### config.mk
export PLATFORM = sky130hd
export DESIGN_NAME = reset_sequencer
export DESIGN_NICKNAME = d
export VERILOG_FILES = /design/src/rtl/rstseq_pkg.sv /design/src/rtl/reset_sequencer_rr_arbiter.sv /design/src/rtl/reset_sequencer.sv
export SDC_FILE = /design/constraint.sdc
export NUM_CORES = 1
export LEC_CHECK = 0
export ABC_AREA = 1
export ABC_CLOCK_PERIOD_IN_PS = 1730
export CORE_MARGIN = 2
export CORE_UTILIZATION = 53
export DETAILED_ROUTE_END_ITERATION = 10
export PLACE_DENSITY = 0.77
export SYNTH_ARGS = -nofsm -noshare
export SYNTH_HDL_FRONTEND = slang
export SYNTH_SLANG_ARGS = --single-unit
### constraint.sdc
create_clock -name clk -period 1.73 [get_ports clk]
set_input_delay 0.173 -clock clk [delete_from_list [all_inputs] [get_ports clk]]
set_output_delay 0.173 -clock clk [all_outputs]
set_load 0.05 [all_outputs]
### src/rtl/rstseq_pkg.sv
// Shared types and helpers for the staged UART reset sequencer.
// Soft-reset arbitration is compiled in only when RSTSEQ_SW_REQ_EN is defined.
package rstseq_pkg;

    typedef enum logic [1:0] {
        ST_ASSERT  = 2'd0,
        ST_RELEASE = 2'd1,
        ST_RUN     = 2'd2
    } rstseq_state_e;

    function automatic int cnt_width(input int hold_cycles, input int gap_cycles);
        int m;
        m = (hold_cycles > gap_cycles) ? hold_cycles : gap_cycles;
        return $clog2(m) + 1;
    endfunction

    function automatic bit params_ok(input int stages, input int hold_cycles,
                                     input int gap_cycles, input int req);
        return (stages >= 1) && (hold_cycles >= 1) && (gap_cycles >= 1) && (req >= 1);
    endfunction

endpackage

### src/rtl/reset_sequencer_rr_arbiter.sv
// Round-robin arbiter: one-hot grant from the request vector, searching from a
// registered pointer that moves past the grantee whenever the grant is taken.
module rr_arbiter #(
    parameter int REQ = 2
) (
    input  logic           clk,
    input  logic           rst_n,
    input  logic [REQ-1:0] req,
    input  logic           advance,
    output logic [REQ-1:0] grant
);
    localparam int PTR_W = (REQ > 1) ? $clog2(REQ) : 1;

    logic [PTR_W-1:0] ptr_q, ptr_d;
    int               gidx;
    logic             found;

    always_comb begin
        grant = '0;
        gidx  = 0;
        found = 1'b0;
        for (int i = 0; i < REQ; i++) begin
            int j;
            j = (int'(ptr_q) + i) % REQ;
            if (!found && req[j]) begin
                found    = 1'b1;
                gidx     = j;
                grant[j] = 1'b1;
            end
        end
        ptr_d = ptr_q;
        if (advance && found) ptr_d = PTR_W'((gidx + 1) % REQ);
    end

    always_ff @(posedge clk or negedge rst_n) begin
        if (!rst_n) ptr_q <= '0;
        else        ptr_q <= ptr_d;
    end

endmodule

### src/rtl/reset_sequencer.sv
// Staged reset release (baud gen, TX, RX) with hold/gap timing; software
// soft-reset requests are honoured only when RSTSEQ_SW_REQ_EN is defined.
module reset_sequencer
    import rstseq_pkg::*;
#(
    parameter int STAGES      = 3,
    parameter int HOLD_CYCLES = 16,
    parameter int GAP_CYCLES  = 4,
    parameter int REQ         = 2
) (
    input  logic              clk,
    input  logic              rst_n,
    input  logic              sync_reset_in,
    input  logic [REQ-1:0]    sw_req,
    output logic [STAGES-1:0] stage_reset,
    output logic              busy,
    output logic              done,
    output logic [REQ-1:0]    ack
);
    localparam int CNT_W = cnt_width(HOLD_CYCLES, GAP_CYCLES);
    localparam int IDX_W = $clog2(STAGES + 1);

    if (!params_ok(STAGES, HOLD_CYCLES, GAP_CYCLES, REQ)) begin : g_bad_params
        $error("reset_sequencer: STAGES, HOLD_CYCLES, GAP_CYCLES and REQ must all be >= 1");
    end

    rstseq_state_e     state_q, state_d;
    logic [CNT_W-1:0]  cnt_q, cnt_d;
    logic [IDX_W-1:0]  idx_q, idx_d;
    logic [STAGES-1:0] stage_q, stage_d;
    logic              busy_q, busy_d;
    logic              done_q, done_d;
    logic [REQ-1:0]    ack_q, ack_d;
    logic [REQ-1:0]    grant_q, grant_d;
    logic [REQ-1:0]    arb_grant;
    logic              arb_take;

`ifdef RSTSEQ_SW_REQ_EN
    rr_arbiter #(.REQ(REQ)) u_arb (
        .clk     (clk),
        .rst_n   (rst_n),
        .req     (sw_req),
        .advance (arb_take),
        .grant   (arb_grant)
    );
`else
    // Pin kept for a fixed pinout; requests have no effect in this build.
    logic unused_sw_req;
    assign unused_sw_req = ^sw_req;
    assign arb_grant     = '0;
`endif

    always_comb begin
        state_d  = state_q;
        cnt_d    = cnt_q;
        idx_d    = idx_q;
        stage_d  = stage_q;
        grant_d  = grant_q;
        done_d   = 1'b0;
        ack_d    = '0;
        arb_take = 1'b0;
        if (sync_reset_in) begin
            // Front-end reset restarts the sequence but keeps any pending grant.
            state_d = ST_ASSERT;
            cnt_d   = '0;
            idx_d   = '0;
            stage_d = '1;
        end else begin
            case (state_q)
                ST_ASSERT: begin
                    stage_d = '1;
                    if (cnt_q == CNT_W'(HOLD_CYCLES - 1)) begin
                        state_d    = ST_RELEASE;
                        stage_d[0] = 1'b0;
                        idx_d      = IDX_W'(1);
                        cnt_d      = '0;
                    end else begin
                        cnt_d = cnt_q + 1'b1;
                    end
                end
                ST_RELEASE: begin
                    if (cnt_q == CNT_W'(GAP_CYCLES - 1)) begin
                        cnt_d = '0;
                        if (idx_q == IDX_W'(STAGES)) begin
                            state_d = ST_RUN;
                            stage_d = '0;
                            done_d  = 1'b1;
                            ack_d   = grant_q;
                            grant_d = '0;
                        end else begin
                            stage_d = stage_q & ~(STAGES'(1) << idx_q);
                            idx_d   = idx_q + 1'b1;
                        end
                    end else begin
                        cnt_d = cnt_q + 1'b1;
                    end
                end
                ST_RUN: begin
                    stage_d = '0;
                    if (grant_q != '0) begin
                        state_d = ST_ASSERT;
                        cnt_d   = '0;
                        idx_d   = '0;
                        stage_d = '1;
                    end else if (arb_grant != '0) begin
                        arb_take = 1'b1;
                        grant_d  = arb_grant;
                    end
                end
                default: begin
                    state_d = ST_ASSERT;
                    cnt_d   = '0;
                    idx_d   = '0;
                    stage_d = '1;
                end
            endcase
        end
        busy_d = (state_d != ST_RUN);
    end

    always_ff @(posedge clk or negedge rst_n) begin
        if (!rst_n) begin
            state_q <= ST_ASSERT;
            cnt_q   <= '0;
            idx_q   <= '0;
            stage_q <= '1;
            busy_q  <= 1'b1;
            done_q  <= 1'b0;
            ack_q   <= '0;
            grant_q <= '0;
        end else begin
            state_q <= state_d;
            cnt_q   <= cnt_d;
            idx_q   <= idx_d;
            stage_q <= stage_d;
            busy_q  <= busy_d;
            done_q  <= done_d;
            ack_q   <= ack_d;
            grant_q <= grant_d;
        end
    end

    assign stage_reset = stage_q;
    assign busy        = busy_q;
    assign done        = done_q;
    assign ack         = ack_q;

endmodule

**Word level (Yosys, flattened, before mapping)**

Index checks and enable logic that the tools add are counted.

- $add $sub $neg: 2
- Equal/unequal tests: 10
- Shift operators: 1
- Muxes and demuxes: 23
- Bitwise logic cells: 2
- Reduce and logical (&&, ||, !) cells: 2

Operators with widths:

| operator | number |
|---|---|
| 2-to-1 mux 2 bit | 8 |
| 2-to-1 mux 5 bit | 3 |
| one-hot mux 5 bit (3 select lines) | 1 |
| one-hot mux 2 bit (3 select lines) | 2 |
| 2-to-1 mux 3 bit | 3 |
| != test 3 bit (second input constant) | 3 |
| one-hot mux 3 bit (3 select lines) | 1 |
| adder 5 x 1 -> 5 bit (second input constant) | 1 |
| == test 5 x 2 -> 1 bit (second input constant) | 1 |
| == test 5 x 4 -> 1 bit (second input constant) | 1 |
| 2-to-1 mux 1 bit | 5 |
| == test 2 bit (second input constant) | 2 |
| != test 2 bit (second input constant) | 2 |
| AND reduction 4 bit | 1 |
| AND 3 bit | 1 |
| NOT 3 bit | 1 |
| << shifter 1 x 2 -> 3 bit (first input constant) | 1 |
| adder 2 x 1 -> 2 bit (second input constant) | 1 |
| == test 2 x 1 -> 1 bit (second input constant) | 1 |
| logical NOT 2 bit | 1 |

- Flip-flop bits (word level): 14
- Output and inout port bits: 7
- Word-level logic and storage cells: 46

**Logic depth before layout (Yosys ltp)**

- Word-level depth: 7
- Mapped depth: 10

**Least setup slack after synthesis**

Ideal clock, no wire load.

- Path type: flip-flop to flip-flop
- From: register cnt_q[0]
- To: register idx_q[0]
- Arrival: 1.280 ns
- Required time: 1.613 ns
- Path slack: 0.333 ns
- Cell stages (with the launch flop): 11
- Path buffers: 0
- Cell sequence: dfrtp_1 > ha_1 > nand2_1 > nor2_1 > ha_1 > inv_1 > nand2_1 > nor2_1 > nor2_1 > nand3_1 > nand2_1

- Cells in the longest elaborated chain, start to end: 3
- Elaborated cells between the ends (all ways): 5
- Those cells by class: 4 x eq/ne; 1 x reduce/logical

Ends and longest elaborated chain:

| element | RTL line | text |
|---|---|---|
| start: declaration | reset_sequencer.sv:28 | `logic [CNT_W-1:0] cnt_q, cnt_d;` |
| start signal: assignment | reset_sequencer.sv:133 | `cnt_q <= cnt_d;` |
| == test 5 x 2 -> 1 bit or == test 5 x 4 -> 1 bit (tied branches) | reset_sequencer.sv:82, reset_sequencer.sv:72 |  |
| != test 3 bit (no source line) | n/a |  |
| AND reduction 4 bit (no source line) * | n/a |  |
| end signal: assignment | reset_sequencer.sv:134 | `idx_q <= idx_d;` |
| end: declaration | reset_sequencer.sv:29 | `logic [IDX_W-1:0] idx_q, idx_d;` |

Mark *: on every way between the ends. The rest lies on a longest branch, timed or not.
A chain may end at the register's enable or synchronous reset.

**Worst setup path in the final report**

- From: register cnt_q[0]
- To: register idx_q[1]

The elaborated chain is that of the path after synthesis.

==> flow_metrics.env <==
export IMPL_leakage_nw=0.540
export IMPL_drc=0
export IMPL_synthToLayoutAreaGrowth_pct=12.6
export IMPL_cts_buffers=3
export IMPL_port_buffer_count=7
export IMPL_cts_clk_slew_worst_paths_ps=100
export IMPL_dr_pass1_iters=4
export IMPL_synthFlopType="dfrtp_1"
export IMPL_vias=792
export IMPL_clock_power_share=0.375
export IMPL_fmax_mhz=636
export IMPL_synthTopCellsByCount="nand2_1 (38), nor2_1 (13), inv_1 (11)"
export IMPL_grt_pass1_wl_mm=2.86
export IMPL_p_comb_frac=0.097
export IMPL_slowest_stage="dfrtp_1"
export IMPL_syn_area_per_cell_um2=7.41
export IMPL_grt_overflow=0
export IMPL_hp_class="in2async"
export IMPL_rsz0062_at_grt="false"
export IMPL_vdd_drop_max_uv=505
export IMPL_yosysMostFrequentCell="nand2_1"
export IMPL_die_height_um=45.5
export IMPL_row_count=14
export IMPL_clock_sinks=14
export IMPL_p_switching_mw=0.169
export IMPL_ant_nets=0
export IMPL_htree_levels=1
export IMPL_slew_violations=0
export IMPL_finalCriticalPeriod_ps=1570
export IMPL_crit_arrival_ps=1810
export IMPL_gp_congestion=0.869
export IMPL_tns_ps=0
export IMPL_end_kind="flip-flop"
export IMPL_skew_ps=7.91
export IMPL_drt_iter0_drc=9
export IMPL_place_inst=145
export IMPL_clockBufferDepth=2
export IMPL_status="finished, final reports clean"
export IMPL_core_um2=1560
export IMPL_fin_nets=147
export IMPL_yosysWarnings=0
export IMPL_criticalPathCategory="reg2reg"
export IMPL_num_antenna_cells=0
export IMPL_crit_family="simple AND/OR/NAND/NOR gates"
export IMPL_clock_latency_ps=290
export IMPL_antenna_found_initial=0
export IMPL_wl_mm=1.69
export IMPL_die_w_um=45.5
export IMPL_synth_top_area_frac=0.275
export IMPL_setup_violations=0
export IMPL_hold_viol_final=0
export IMPL_timing_critical_path_buf_inv=1
export IMPL_max_slew_margin=0.589
export IMPL_maxCapViolations=0
export IMPL_cp_required_ps=1970
export IMPL_sw_frac_of_total=0.259
export IMPL_grt_max_degree=15
export IMPL_vias_per_cell=5.28
export IMPL_synth_edf_count=0
export IMPL_p_int_mw=0.484
export IMPL_cts_tree="built"
export IMPL_finalCritPeriodShare=0.909
export IMPL_initial_core_util=0.584
export IMPL_die_area_um2=2070
export IMPL_drive_gt1_frac=0.224
export IMPL_io_pins=12
export IMPL_cp_cell_sequence="ha_1 > nand2_1 > nor2_1 > ha_2 > inv_1 > nand2_1 > nor2_1 > nor2_1 > nand3_1 > nand2_1"
export IMPL_synthCells=123
export IMPL_synth_largest_area_cell="dfrtp_1"
export IMPL_routedWlPerCell_um=11.2
export IMPL_holdBufCountCts=0
export IMPL_async_flop_share=1.00
export IMPL_grt_pass1_vias=698
export IMPL_ys_ff_latch=14
export IMPL_track_usage=0.198
export IMPL_dp_hpwl_mm=1.29
export IMPL_power_density_nw_per_um2=637
export IMPL_synth_distinct_cells=21
export IMPL_seqPwrFrac=0.527
export IMPL_slowest_delay_ps=390
export IMPL_yosys_top_cells_area="dfrtp_1 (27%), nand2_1 (16%), dfstp_2 (12%)"
export IMPL_cp_max_fo=4
export IMPL_synthesis_area_um2=911
export IMPL_crit_path_start_kind="flip-flop"
export IMPL_cts_root_buf="clkbuf_4"
export IMPL_layoutNonFillerInstCount=150
export IMPL_yosysSeqAreaShare=0.390
export IMPL_worst_slew_pin_slew_ps=614
==> registers in the layout, indices dropped and copies added (netlist names) <==
| signal | flops |
|---|---|
| stage_reset | 3 |
| done | 1 |
| idx_q | 2 |
| cnt_q | 5 |
| state_q | 2 |
| busy | 1 |
==> placed cells by master, fill, tap and decap left out <==
cell type,instances
a21oi_1,1
buf_4,5
clkbuf_4,3
clkbuf_8,1
clkdlybuf4s50_1,3
conb_1,2
dfrtp_1,10
dfstp_2,4
ha_1,6
ha_2,1
inv_1,11
inv_2,6
nand2_1,38
nand2_2,3
nand2_4,1
nand3_1,10
nand3_2,2
nand3b_1,3
nand4_1,1
nor2_1,13
nor2_2,4
o211ai_1,1
o21a_1,1
o21ai_0,2
o21ai_1,2
==> metal layers <==
| metal | wire, µm | vias up | track usage |
|---|---|---|---|
| li1 | - | 404 | - |
| met1 | 800 | 362 | 0.266 |
| met2 | 750 | 20 | 0.296 |
| met3 | 81 | 6 | 0.0357 |
| met4 | 54 | 0 | 0.118 |
| met5 | 0 | - | 0 |
==> logic make-up after synthesis <==
kind of cell | Yosys count | synth area share
AOI/OAI and AO/OA | 7 | 0.0440
adders and majority gates | 7 | 0.0961
buffers and inverters | 19 | 0.0865
DFF | 14 | 0.390
other | 1 | 0.00412
and+or+nand+nor | 75 | 0.379
==> stage by stage <==
step	hold slack [ps]	setup slack (ps)	power, mW	utilization	cell area (µm²)
global placement	491	174	0.411	0.628	980
CTS	290	108	0.654	0.652	1020
detailed placement	495	135	0.413	0.628	980
global route	324	0.675	0.678	0.658	1030
finish	259	158	0.653	0.658	1030
floorplan	-123	333	0.395	-	915
==> worst reg2reg max path: stages (launching register included) <==
cell	delay, ps
dfrtp_1	390
ha_1	200
nand2_1	80
nor2_1	150
ha_2	230
inv_1	60
nand2_1	80
nor2_1	40
nor2_1	130
nand3_1	80
nand2_1	70
==> power groups by stage <==
stage	logic, mW	registers, mW	clock network [mW]
floorplan	0.0462	0.349	0
global placement	0.0614	0.350	0
detailed placement	0.0618	0.351	0
CTS	0.0621	0.345	0.247
global route	0.0727	0.346	0.259
finish	0.0637	0.345	0.245
==> cell type report <==
type,count,area [µm²]
Fill cell,134,533
Tap cell,16,20.0
Inverter,17,63.8
Sequential cell,14,355
Clock buffer,4,36.3
Multi-Input combinational cell,91,483
Timing Repair Buffer,8,67.6
==> timing repair <==
action,in CTS,in global routing
resized for setup,0,1
setup endpoints to repair,0,2
setup buffers,0,1
==> path summary, 6_finish.rpt <==
path	slack, ps	start	to	depth (start not counted)
max in group asynchronous	1070	rst_n	cnt_q[2]	1
worst min register to register	500	stage_reset[2]	stage_reset[2]	2
min in group clk	500	stage_reset[2]	stage_reset[2]	2
worst min-delay path	260	rst_n	cnt_q[0]	1
worst max register to register	160	cnt_q[0]	idx_q[1]	10
worst max-delay path	160	cnt_q[0]	idx_q[1]	10
Note: power is estimated with default switching activity, not from simulation.
